==> src/rtl/pod_power_pkg.sv <==
// Shared definitions for the pod power sequencer: FSM state encoding and
// default timing constants for a 125 MHz clk_125mhz.
package pod_power_pkg;

    typedef enum logic [2:0] {
        IDLE       = 3'd0,
        WAIT_INPUT = 3'd1,
        RAMP       = 3'd2,
        SETTLE     = 3'd3,
        UP         = 3'd4,
        DOWN       = 3'd5,
        FAULT      = 3'd6
    } pod_state_e;

    localparam int unsigned DEF_NUM_RAILS      = 32'd3;
    localparam int unsigned DEF_STARTUP_CYCLES = 32'd62500000; // 500 ms
    localparam int unsigned DEF_PG_TIMEOUT     = 32'd1250000;  // 10 ms
    localparam int unsigned DEF_SETTLE_CYCLES  = 32'd125000;   // 1 ms
    localparam int unsigned DEF_FILTER_LEN     = 32'd16;

    // Largest of three cycle parameters; sizes the shared state counter.
    function automatic int unsigned max3(input int unsigned a,
                                         input int unsigned b,
                                         input int unsigned c);
        int unsigned m;
        m = a;
        if (b > m) m = b;
        if (c > m) m = c;
        return m;
    endfunction

endpackage

==> src/rtl/rail_pg_filter.sv <==
// Glitch filter for one rail power-good. A rise passes on the next edge;
// a drop is only accepted after FILTER_LEN consecutive low samples.
// Output resets low.
module rail_pg_filter
    import pod_power_pkg::*;
#(
    parameter int unsigned FILTER_LEN = DEF_FILTER_LEN
) (
    input  logic clk_125mhz,
    input  logic rst_n,
    input  logic pg_in,
    output logic pg_out
);

    localparam int unsigned CNT_W = (FILTER_LEN > 32'd1) ? $clog2(FILTER_LEN + 32'd1) : 32'd1;
    localparam logic [CNT_W-1:0] LEN_C  = CNT_W'(FILTER_LEN);
    localparam logic [CNT_W-1:0] LAST_C = CNT_W'(FILTER_LEN - 32'd1);
    localparam logic [CNT_W-1:0] ONE_C  = CNT_W'(1);

    logic [CNT_W-1:0] low_cnt_r;
    logic             pg_r;

    // Saturating count of consecutive low samples; drop accepted at the limit.
    always_ff @(posedge clk_125mhz) begin
        if (!rst_n) begin
            low_cnt_r <= {CNT_W{1'b0}};
            pg_r      <= 1'b0;
        end else if (pg_in) begin
            low_cnt_r <= {CNT_W{1'b0}};
            pg_r      <= 1'b1;
        end else begin
            if (low_cnt_r != LEN_C) begin
                low_cnt_r <= low_cnt_r + ONE_C;
            end
            if (low_cnt_r >= LAST_C) begin
                pg_r <= 1'b0;
            end
        end
    end

    assign pg_out = pg_r;

endmodule

==> src/rtl/pod_power_sequencer.sv <==
// Pod-side power sequencer: waits for stable host power, ramps local rails
// in order with per-rail power-good timeout, monitors enabled rails, reports
// faults on the active-low host fault line and sequences down on request.
// Define POD_PG_FILTER_EN to glitch-filter every rail_pg input.
module pod_power_sequencer
    import pod_power_pkg::*;
#(
    parameter int unsigned NUM_RAILS      = DEF_NUM_RAILS,
    parameter int unsigned STARTUP_CYCLES = DEF_STARTUP_CYCLES,
    parameter int unsigned PG_TIMEOUT     = DEF_PG_TIMEOUT,
    parameter int unsigned SETTLE_CYCLES  = DEF_SETTLE_CYCLES,
    parameter int unsigned FILTER_LEN     = DEF_FILTER_LEN,
    localparam int unsigned IDX_W         = (NUM_RAILS > 32'd1) ? $clog2(NUM_RAILS) : 32'd1
) (
    input  logic                 clk_125mhz,
    input  logic                 rst_n,
    input  logic                 host_pwr_good,
    input  logic                 sw_enable,
    input  logic [NUM_RAILS-1:0] rail_pg,
    output logic [NUM_RAILS-1:0] rail_en,
    output logic                 fault_n,
    output logic                 pod_ready,
    output logic [IDX_W-1:0]     fault_rail
);

    localparam int unsigned MAX_CYC = max3(STARTUP_CYCLES, PG_TIMEOUT, SETTLE_CYCLES);
    localparam int unsigned CNT_W   = (MAX_CYC > 32'd1) ? $clog2(MAX_CYC) : 32'd1;

    localparam logic [CNT_W-1:0] STARTUP_LAST = CNT_W'(STARTUP_CYCLES - 32'd1);
    localparam logic [CNT_W-1:0] PG_LAST      = CNT_W'(PG_TIMEOUT - 32'd1);
    localparam logic [CNT_W-1:0] SETTLE_LAST  = CNT_W'(SETTLE_CYCLES - 32'd1);
    localparam logic [CNT_W-1:0] CNT_ONE      = CNT_W'(1);
    localparam logic [IDX_W-1:0] IDX_ONE      = IDX_W'(1);
    localparam logic [IDX_W-1:0] IDX_ZERO     = {IDX_W{1'b0}};
    localparam logic [IDX_W-1:0] LAST_RAIL    = IDX_W'(NUM_RAILS - 32'd1);

    pod_state_e           state_r;
    logic [CNT_W-1:0]     count_r;
    logic [IDX_W-1:0]     idx_r;
    logic [NUM_RAILS-1:0] rail_en_r;
    logic                 fault_n_r;
    logic                 pod_ready_r;
    logic [IDX_W-1:0]     fault_rail_r;

    logic [NUM_RAILS-1:0] pg_s;
    logic [NUM_RAILS-1:0] idx_onehot_s;
    logic [NUM_RAILS-1:0] mon_mask_s;
    logic [NUM_RAILS-1:0] drop_s;
    logic                 drop_any_s;
    logic [IDX_W-1:0]     drop_idx_s;
    logic [IDX_W-1:0]     next_idx_s;
    logic [IDX_W-1:0]     prev_idx_s;

    // Lowest set bit index, so simultaneous drops report the earliest rail.
    function automatic logic [IDX_W-1:0] lowest_set(input logic [NUM_RAILS-1:0] vec);
        logic [IDX_W-1:0] idx;
        idx = {IDX_W{1'b0}};
        for (int j = NUM_RAILS - 1; j >= 0; j--) begin
            if (vec[j]) idx = IDX_W'(j);
        end
        return idx;
    endfunction

`ifdef POD_PG_FILTER_EN
    for (genvar g = 0; g < NUM_RAILS; g++) begin : g_pg_filter
        rail_pg_filter #(
            .FILTER_LEN (FILTER_LEN)
        ) u_filter (
            .clk_125mhz (clk_125mhz),
            .rst_n      (rst_n),
            .pg_in      (rail_pg[g]),
            .pg_out     (pg_s[g])
        );
    end
`else
    assign pg_s = rail_pg;
`endif

    assign next_idx_s = idx_r + IDX_ONE;
    assign prev_idx_s = idx_r - IDX_ONE;

    // Decode the rail currently ramping; it is not monitored until it is good.
    always_comb begin
        idx_onehot_s = {NUM_RAILS{1'b0}};
        for (int j = 0; j < NUM_RAILS; j++) begin
            idx_onehot_s[j] = (idx_r == IDX_W'(j));
        end
    end

    // Select which enabled rails are supervised in the current state.
    always_comb begin
        mon_mask_s = {NUM_RAILS{1'b0}};
        if (state_r == RAMP) begin
            mon_mask_s = rail_en_r & ~idx_onehot_s;
        end else if ((state_r == SETTLE) || (state_r == UP)) begin
            mon_mask_s = rail_en_r;
        end else begin
            mon_mask_s = {NUM_RAILS{1'b0}};
        end
    end

    assign drop_s     = mon_mask_s & ~pg_s;
    assign drop_any_s = |drop_s;
    assign drop_idx_s = lowest_set(drop_s);

    // Sequencer FSM with registered outputs; host loss beats faults, faults beat sw_enable.
    always_ff @(posedge clk_125mhz) begin
        if (!rst_n) begin
            state_r      <= IDLE;
            count_r      <= {CNT_W{1'b0}};
            idx_r        <= IDX_ZERO;
            rail_en_r    <= {NUM_RAILS{1'b0}};
            fault_n_r    <= 1'b1;
            pod_ready_r  <= 1'b0;
            fault_rail_r <= IDX_ZERO;
        end else begin
            case (state_r)
                IDLE: begin
                    count_r      <= {CNT_W{1'b0}};
                    idx_r        <= IDX_ZERO;
                    rail_en_r    <= {NUM_RAILS{1'b0}};
                    fault_n_r    <= 1'b1;
                    pod_ready_r  <= 1'b0;
                    fault_rail_r <= IDX_ZERO;
                    if (host_pwr_good && sw_enable) begin
                        state_r <= WAIT_INPUT;
                    end else begin
                        state_r <= IDLE;
                    end
                end
                WAIT_INPUT: begin
                    if (!host_pwr_good) begin
                        state_r <= IDLE;
                        count_r <= {CNT_W{1'b0}};
                    end else if (count_r == STARTUP_LAST) begin
                        state_r      <= RAMP;
                        count_r      <= {CNT_W{1'b0}};
                        idx_r        <= IDX_ZERO;
                        rail_en_r[0] <= 1'b1;
                    end else begin
                        count_r <= count_r + CNT_ONE;
                    end
                end
                RAMP: begin
                    if (!host_pwr_good) begin
                        state_r     <= IDLE;
                        count_r     <= {CNT_W{1'b0}};
                        idx_r       <= IDX_ZERO;
                        rail_en_r   <= {NUM_RAILS{1'b0}};
                        pod_ready_r <= 1'b0;
                    end else if (drop_any_s) begin
                        state_r      <= FAULT;
                        count_r      <= {CNT_W{1'b0}};
                        rail_en_r    <= {NUM_RAILS{1'b0}};
                        fault_n_r    <= 1'b0;
                        pod_ready_r  <= 1'b0;
                        fault_rail_r <= drop_idx_s;
                    end else if (pg_s[idx_r]) begin
                        state_r <= SETTLE;
                        count_r <= {CNT_W{1'b0}};
                    end else if (count_r == PG_LAST) begin
                        state_r      <= FAULT;
                        count_r      <= {CNT_W{1'b0}};
                        rail_en_r    <= {NUM_RAILS{1'b0}};
                        fault_n_r    <= 1'b0;
                        pod_ready_r  <= 1'b0;
                        fault_rail_r <= idx_r;
                    end else begin
                        count_r <= count_r + CNT_ONE;
                    end
                end
                SETTLE: begin
                    if (!host_pwr_good) begin
                        state_r     <= IDLE;
                        count_r     <= {CNT_W{1'b0}};
                        idx_r       <= IDX_ZERO;
                        rail_en_r   <= {NUM_RAILS{1'b0}};
                        pod_ready_r <= 1'b0;
                    end else if (drop_any_s) begin
                        state_r      <= FAULT;
                        count_r      <= {CNT_W{1'b0}};
                        rail_en_r    <= {NUM_RAILS{1'b0}};
                        fault_n_r    <= 1'b0;
                        pod_ready_r  <= 1'b0;
                        fault_rail_r <= drop_idx_s;
                    end else if (count_r == SETTLE_LAST) begin
                        count_r <= {CNT_W{1'b0}};
                        if (idx_r == LAST_RAIL) begin
                            state_r     <= UP;
                            pod_ready_r <= 1'b1;
                        end else begin
                            state_r               <= RAMP;
                            idx_r                 <= next_idx_s;
                            rail_en_r[next_idx_s] <= 1'b1;
                        end
                    end else begin
                        count_r <= count_r + CNT_ONE;
                    end
                end
                UP: begin
                    if (!host_pwr_good) begin
                        state_r     <= IDLE;
                        count_r     <= {CNT_W{1'b0}};
                        idx_r       <= IDX_ZERO;
                        rail_en_r   <= {NUM_RAILS{1'b0}};
                        pod_ready_r <= 1'b0;
                    end else if (drop_any_s) begin
                        state_r      <= FAULT;
                        count_r      <= {CNT_W{1'b0}};
                        rail_en_r    <= {NUM_RAILS{1'b0}};
                        fault_n_r    <= 1'b0;
                        pod_ready_r  <= 1'b0;
                        fault_rail_r <= drop_idx_s;
                    end else if (!sw_enable) begin
                        // First rail drops on the entry edge of the shutdown.
                        count_r          <= {CNT_W{1'b0}};
                        pod_ready_r      <= 1'b0;
                        rail_en_r[idx_r] <= 1'b0;
                        if (idx_r == IDX_ZERO) begin
                            state_r <= IDLE;
                        end else begin
                            state_r <= DOWN;
                            idx_r   <= prev_idx_s;
                        end
                    end else begin
                        state_r <= UP;
                    end
                end
                DOWN: begin
                    if (!host_pwr_good) begin
                        state_r     <= IDLE;
                        count_r     <= {CNT_W{1'b0}};
                        idx_r       <= IDX_ZERO;
                        rail_en_r   <= {NUM_RAILS{1'b0}};
                        pod_ready_r <= 1'b0;
                    end else if (count_r == SETTLE_LAST) begin
                        count_r          <= {CNT_W{1'b0}};
                        rail_en_r[idx_r] <= 1'b0;
                        if (idx_r == IDX_ZERO) begin
                            state_r <= IDLE;
                        end else begin
                            idx_r <= prev_idx_s;
                        end
                    end else begin
                        count_r <= count_r + CNT_ONE;
                    end
                end
                FAULT: begin
                    rail_en_r   <= {NUM_RAILS{1'b0}};
                    pod_ready_r <= 1'b0;
                    if (!host_pwr_good) begin
                        state_r      <= IDLE;
                        fault_n_r    <= 1'b1;
                        fault_rail_r <= IDX_ZERO;
                        idx_r        <= IDX_ZERO;
                    end else begin
                        state_r   <= FAULT;
                        fault_n_r <= 1'b0;
                    end
                end
                default: begin
                    state_r      <= IDLE;
                    count_r      <= {CNT_W{1'b0}};
                    idx_r        <= IDX_ZERO;
                    rail_en_r    <= {NUM_RAILS{1'b0}};
                    fault_n_r    <= 1'b1;
                    pod_ready_r  <= 1'b0;
                    fault_rail_r <= IDX_ZERO;
                end
            endcase
        end
    end

    assign rail_en    = rail_en_r;
    assign fault_n    = fault_n_r;
    assign pod_ready  = pod_ready_r;
    assign fault_rail = fault_rail_r;

endmodule

==> config.mk <==
export PLATFORM = sky130hd
export DESIGN_NAME = pod_power_sequencer
export DESIGN_NICKNAME = d
export VERILOG_FILES = /design/src/rtl/pod_power_pkg.sv /design/src/rtl/rail_pg_filter.sv /design/src/rtl/pod_power_sequencer.sv
export SDC_FILE = /design/constraint.sdc
export NUM_CORES = 1
export LEC_CHECK = 0
export CAP_MARGIN = 40
export CORE_ASPECT_RATIO = 0.8
export CORE_MARGIN = 5
export CORE_UTILIZATION = 40
export DETAILED_ROUTE_END_ITERATION = 7
export PLACE_DENSITY_LB_ADDON = 0.2
export SYNTH_ARGS = -nofsm -noshare
export SYNTH_HDL_FRONTEND = slang
export SYNTH_SLANG_ARGS = --single-unit
==> constraint.sdc <==
create_clock -name clk_125mhz -period 3.35 [get_ports clk_125mhz]
set_input_delay 0.67 -clock clk_125mhz [delete_from_list [all_inputs] [get_ports clk_125mhz]]
set_output_delay 0.67 -clock clk_125mhz [all_outputs]
set_load 0.005 [all_outputs]
---- Word-level counts from Yosys, hierarchy flattened ----
Index checks and enable logic that the tools add are counted.
word-level totals
  flip-flop bits (word level) ............. 38
  word-level logic and storage cells ...... 180
operators by class
  add/sub/neg operators ................... 3
  magnitude comparators ................... 4
  equal/unequal tests ..................... 36
  muxes and demuxes ....................... 101
  bitwise gates (word level) .............. 10
  reductions and logical operators ........ 18
operator list
  kind                   count
  $mux 26                13
  $pmux 26 s6            1
  $mux 3                 33
  $mux 2                 22
  $add 26x1->26 const B  1
  $eq 26x17->1 const B   1
  $eq 26x21->1 const B   1
  $eq 26x26->1 const B   1
  $ne 3x3->1 const B     8
  $mux 1                 22
  $pmux 3 s7             1
  $reduce_and 7->1       3
  $pmux 2 s5             2
  $ne 4x4->1 const B     4
  $ne 2x2->1 const B     6
  $pmux 1 s5             2
  $and 3x3->3            3
  $eq 3x3->1 const B     3
  $not 3->3              3
  $reduce_and 9->1       1
  $ne 4x3->1 const B     2
  $pmux 2 s4             1
  $reduce_and 8->1       1
  $eq 3x2->1 const B     2
  24 further kinds       35

---- Longest topological paths before layout ----
  depth after elaboration ................. 11
  mapped depth ............................ 11
  gate-level depth less buffers ........... 9

---- Worst setup path before layout ----
No wires, ideal clock.
  path kind ............................... register to register
  start point ............................. register idx_r[0]
  end point ............................... register count_r[20]
  setup time .............................. 0.074 ns
  arrival ................................. 2.460 ns
  required time ........................... 3.276 ns
  path slack .............................. 0.816 ns
  stages on the path, launching flop included .. 12
  path through ............................ dfxtp_1 > inv_1 > ha_1 > nand4bb_1 > a222oi_1 > nand2_1 > o31a_1 > a21oi_1 > buf_4 > buf_6 > nand2_1 > a31oi_1
between the ends
  longest elaborated chain between the ends .. 9
  elaborated cells between the ends (all ways) .. 20
ends and longest elaborated chain
  element                             line                                                                                RTL
  start: declaration                  pod_power_sequencer.sv:39                                                           logic [IDX_W-1:0] idx_r;
  start signal: assignment            pod_power_sequencer.sv:193                                                          idx_r <= next_idx_s;
  start signal: assignment            pod_power_sequencer.sv:223                                                          idx_r <= prev_idx_s;
  start signal: assignment            pod_power_sequencer.sv:242                                                          idx_r <= prev_idx_s;
  $eq 2x1->1 (tied with other cells)  pod_power_sequencer.sv:86                                                           idx_onehot_s[j] = (idx_r == IDX_W'(j));
  $not 3->3                           pod_power_sequencer.sv:94                                                           mon_mask_s = rail_en_r & ~idx_onehot_s;
  $and 3x3->3                         pod_power_sequencer.sv:94
  $mux 3                              pod_power_sequencer.sv:93                                                           if (state_r == RAMP) begin
  $and 3x3->3                         pod_power_sequencer.sv:102                                                          assign drop_s = mon_mask_s & ~pg_s;
  $reduce_or 3->1                     pod_power_sequencer.sv:103                                                          assign drop_any_s = |drop_s;
  $mux 26 (on tied branches)          pod_power_sequencer.sv:207, pod_power_sequencer.sv:151, pod_power_sequencer.sv:179
  $mux 26 (on tied branches)          pod_power_sequencer.sv:201, pod_power_sequencer.sv:145, pod_power_sequencer.sv:173
  $pmux 26 s6                         pod_power_sequencer.sv:117                                                          case (state_r)
  end signal: assignment              pod_power_sequencer.sv:119                                                          count_r <= {CNT_W{1'b0}};
  end signal: assignment              pod_power_sequencer.sv:203                                                          count_r <= {CNT_W{1'b0}};
  end signal: assignment              pod_power_sequencer.sv:209                                                          count_r <= {CNT_W{1'b0}};
  end: declaration                    pod_power_sequencer.sv:38                                                           logic [CNT_W-1:0] count_r;
Parallel ways exist; a longest one is shown, timed or not. The select of a mux whose other input is x is not followed.
A chain may end at the register's enable or synchronous reset.

---- Worst setup path after layout ----
  start point ............................. register idx_r[0]
  end point ............................... register rail_en_r[0], in the netlist rail_en[0]
between the ends
  longest elaborated chain between the ends .. 11
  elaborated cells between the ends (all ways) .. 42
ends and longest elaborated chain
  element                                                         line                        RTL
  $add 2x1->2                                                     pod_power_sequencer.sv:79   assign next_idx_s = idx_r + IDX_ONE;
  $lt 2x3->1 (not written as such) or $ge 2x1->1 (tied branches)  pod_power_sequencer.sv:194  rail_en_r[next_idx_s] <= 1'b1;
  $logic_and 1x1->1 (not written as such)                         pod_power_sequencer.sv:194
  $mux 1 (not written as such)                                    pod_power_sequencer.sv:194
  $demux 1 s2                                                     pod_power_sequencer.sv:194
  $or 3x3->3 (no source line)                                     n/a
  $mux 3                                                          pod_power_sequencer.sv:188  if (idx_r == LAST_RAIL) begin
  $mux 3                                                          pod_power_sequencer.sv:186  end else if (count_r == SETTLE_LAST) begin
  $mux 3                                                          pod_power_sequencer.sv:179  end else if (drop_any_s) begin
  $mux 3                                                          pod_power_sequencer.sv:173  if (!host_pwr_good) begin
  $pmux 1 s5                                                      pod_power_sequencer.sv:117
  end signal: assignment                                          pod_power_sequencer.sv:121  rail_en_r <= {NUM_RAILS{1'b0}};
  end signal: assignment                                          pod_power_sequencer.sv:177  rail_en_r <= {NUM_RAILS{1'b0}};
  end signal: assignment                                          pod_power_sequencer.sv:182  rail_en_r <= {NUM_RAILS{1'b0}};
  end: declaration                                                pod_power_sequencer.sv:40   logic [NUM_RAILS-1:0] rail_en_r;
Parallel ways exist; a longest one is shown, timed or not. The select of a mux whose other input is x is not followed.

==> results.sh <==
export IMPL_numCtsBuffers=5
export IMPL_gp_congestion=0.898
export IMPL_area_growth_pct=15.0
export IMPL_fin_crit_sh_pct=86.7
export IMPL_rsz0062_at_grt="no"
export IMPL_layout_cells_most_common_list="dfxtp_1, nand2_1, nor2_1"
export IMPL_arrival_ns=3.08
export IMPL_worstMarginPinSlew_ns=0.657
export IMPL_synth_edf_count=0
export IMPL_synth_xor_area_share_pct=1.02
export IMPL_grt_antenna_before_repair=0
export IMPL_critPathMaxStageDelay_ns=0.42
export IMPL_ant_nets=0
export IMPL_num_rows=26
export IMPL_max_slew_margin_pct=56.1
export IMPL_ys_warn_count=0
export IMPL_hold_viol_final=0
export IMPL_synth_area_mm2=0.00258
export IMPL_cts_root_buffer="clkbuf_8"
export IMPL_grt_pass1_vias=2366
export IMPL_postCtsSetupRepairBufs=0
export IMPL_p_leak_nw=1.03
export IMPL_ios=14
export IMPL_crit_type="flip-flop to flip-flop"
export IMPL_powerDensity_mw_per_mm2=346
export IMPL_timing_critical_path_cells="inv_1, ha_1, nand4bb_1, a222oi_1, buf_4, and4_1, o21ai_1, nand3b_2, nor3_1, a2111oi_0"
export IMPL_grt_overflow_total=0
export IMPL_hold_ws_ns=0.484
export IMPL_peakVddDrop_uv=157
export IMPL_drv_slew=0
export IMPL_post_route_drc_count=0
export IMPL_wire_per_inst_um=16.8
export IMPL_hp_class="flip-flop to flip-flop"
export IMPL_critPathMaxFanout=12
export IMPL_postSynthCellCount=337
export IMPL_hpwl_um=5290
export IMPL_wl_um=7330
export IMPL_via_per_inst=6.13
export IMPL_cts_resized=0
export IMPL_cts_hold_fix_buffers=0
export IMPL_ys_flop_type="dfxtp_1"
export IMPL_avgSynthCellArea_um2=7.65
export IMPL_end_kind="flip-flop"
export IMPL_cts_tree="yes"
export IMPL_ys_ff_latch=38
export IMPL_fin_crit_ns=2.90
export IMPL_cp_top_family="compound AO/OA/AOI/OAI gates"
export IMPL_drt_pass1_iterations=5
export IMPL_fp_dieW_um=99.8
export IMPL_cts_buffer_depth=2
export IMPL_synth_top_family_by_area="simple AND/OR/NAND/NOR gates"
export IMPL_placed_cells=427
export IMPL_synth_compound_area_share_pct=27.0
export IMPL_final_common_cell="dfxtp_1"
export IMPL_skew_ns=0.0108
export IMPL_port_buffer_count=13
export IMPL_required_ns=3.53
export IMPL_fin_nets=362
export IMPL_htreeDepth=2
export IMPL_dr_total_vias=2665
export IMPL_synth_fa_ha_area_share_pct=2.43
export IMPL_setup_tns_final_ns=0
export IMPL_dieArea_mm2=0.00816
export IMPL_worst_setup_path_start_kind="flip-flop"
export IMPL_diodes=0
export IMPL_fin_cells=435
export IMPL_seq_area_frac_synth_pct=29.5
export IMPL_path_buf_inv=2
export IMPL_synth_fp_nets=349
export IMPL_start_util_pct=40.7
export IMPL_grt_pass1_wl_um=12200
export IMPL_status="finished clean"
export IMPL_cts_sinks=38
export IMPL_grt_max_degree=40
export IMPL_synth_async_sr_flop_share_pct=0
export IMPL_fp_coreArea_mm2=0.00634
export IMPL_muxShareOfSynthArea_pct=2.33
export IMPL_die_y_um=81.8
export IMPL_p_total_mw=1.03
export IMPL_path_clk_slew_ns=0.08
export IMPL_grt_total_usage_pct=18.6
export IMPL_slowest_stage="a222oi_1"
export IMPL_drive_gt1_share_pct=5.98
export IMPL_synth_cell_types=58
export IMPL_setup_viol=0
export IMPL_clock_latency_ns=0.30
export IMPL_drt_iter0_markers=217
export IMPL_yosys_area_share_simple_pct=32.8
export IMPL_max_freq_mhz=344
export IMPL_max_cap_viol_count=0
==> per-stage QoR <==
stage	utilization [%]	setup WS, ns	cell area, um^2
final	46.8	0.445	2970
after global routing	46.8	0.224	2970
after CTS	46.8	0.522	2970
after global placement	44.5	0.411	2820
after detailed placement	44.5	0.382	2820
after floorplan	-	0.816	2580
==> power by group <==
part           internal, mW  switching (mW)  leakage (nW)  total [mW]
sequential            0.453         0.00547         0.306       0.459
combinational        0.0325          0.0433         0.651      0.0758
clock                 0.318           0.174        0.0714       0.492
total                 0.804           0.223          1.03        1.03
==> worst register-to-register path, delay by kind of cell, from the launching register on <==
kind                       cells  cell delay (ns)
adders and majority gates      1             0.35
and+or+nand+nor                4             0.73
buffers and inverters          2             0.39
DFF                            1             0.40
AOI/OAI and AO/OA              3             0.90
==> cells by family after synthesis <==
logic type	after synthesis
flip-flops	38
XOR/XNOR	3
AO/OA/AOI/OAI	103
adder cells (fa/ha/maj)	5
AND/OR/NAND/NOR	154
multiplexers	6
buffers and inverters	28
==> layout make-up <==
type	count	area [um^2]
Timing Repair Buffer	24	225
Inverter	10	37.5
Multi-Input combinational cell	271	1700
Tap cell	84	105
Clock inverter	2	60.1
Sequential cell	38	761
Clock buffer	6	82.6
Fill cell	625	3380
==> registers in the layout, summed over array words and instances (netlist names) <==
register and count:
count_r 26, fault_n 1, fault_rail 2, idx_r 2, pod_ready 1, rail_en 3, state_r 3
==> cell usage after synthesis, types with 7 or more instances <==
master | n | area (um^2)
a21oi_1 | 20 | 100
nor2_1 | 21 | 78.8
nand2b_1 | 9 | 56.3
nand3_1 | 19 | 95.1
nor4_1 | 7 | 43.8
a22o_1 | 8 | 70.1
nand2_1 | 35 | 131
and3_1 | 8 | 50.1
nor3_1 | 11 | 55.1
o21ai_1 | 7 | 35.0
clkbuf_1 | 10 | 37.5
a31oi_1 | 15 | 93.8
o21ai_0 | 10 | 50.1
inv_1 | 9 | 33.8
nand4_1 | 8 | 50.1
dfxtp_1 | 38 | 761
==> worst paths after layout <==
path | slack, ns | to | cells past startpoint | startpoint
worst max-delay path | 0.45 | rail_en[0] | 10 | idx_r[0]
worst min-delay path | 0.48 | fault_n | 2 | fault_n
worst max register to register | 0.45 | rail_en[0] | 10 | idx_r[0]
worst min register to register | 0.48 | fault_n | 2 | fault_n
==> routing by layer <==
layer / global-route usage, % / share of wire, % / up-vias / wire (um)
li1: - / - / 1308 / -
met1: 28.4 / 53 / 1271 / 3900
met2: 26.8 / 40 / 80 / 2940
met3: 4.16 / 6.0 / 6 / 442
met4: 3.27 / 0.63 / 0 / 46
met5: 0 / 0 / - / 0
Note: power is estimated with default switching activity, not from simulation.
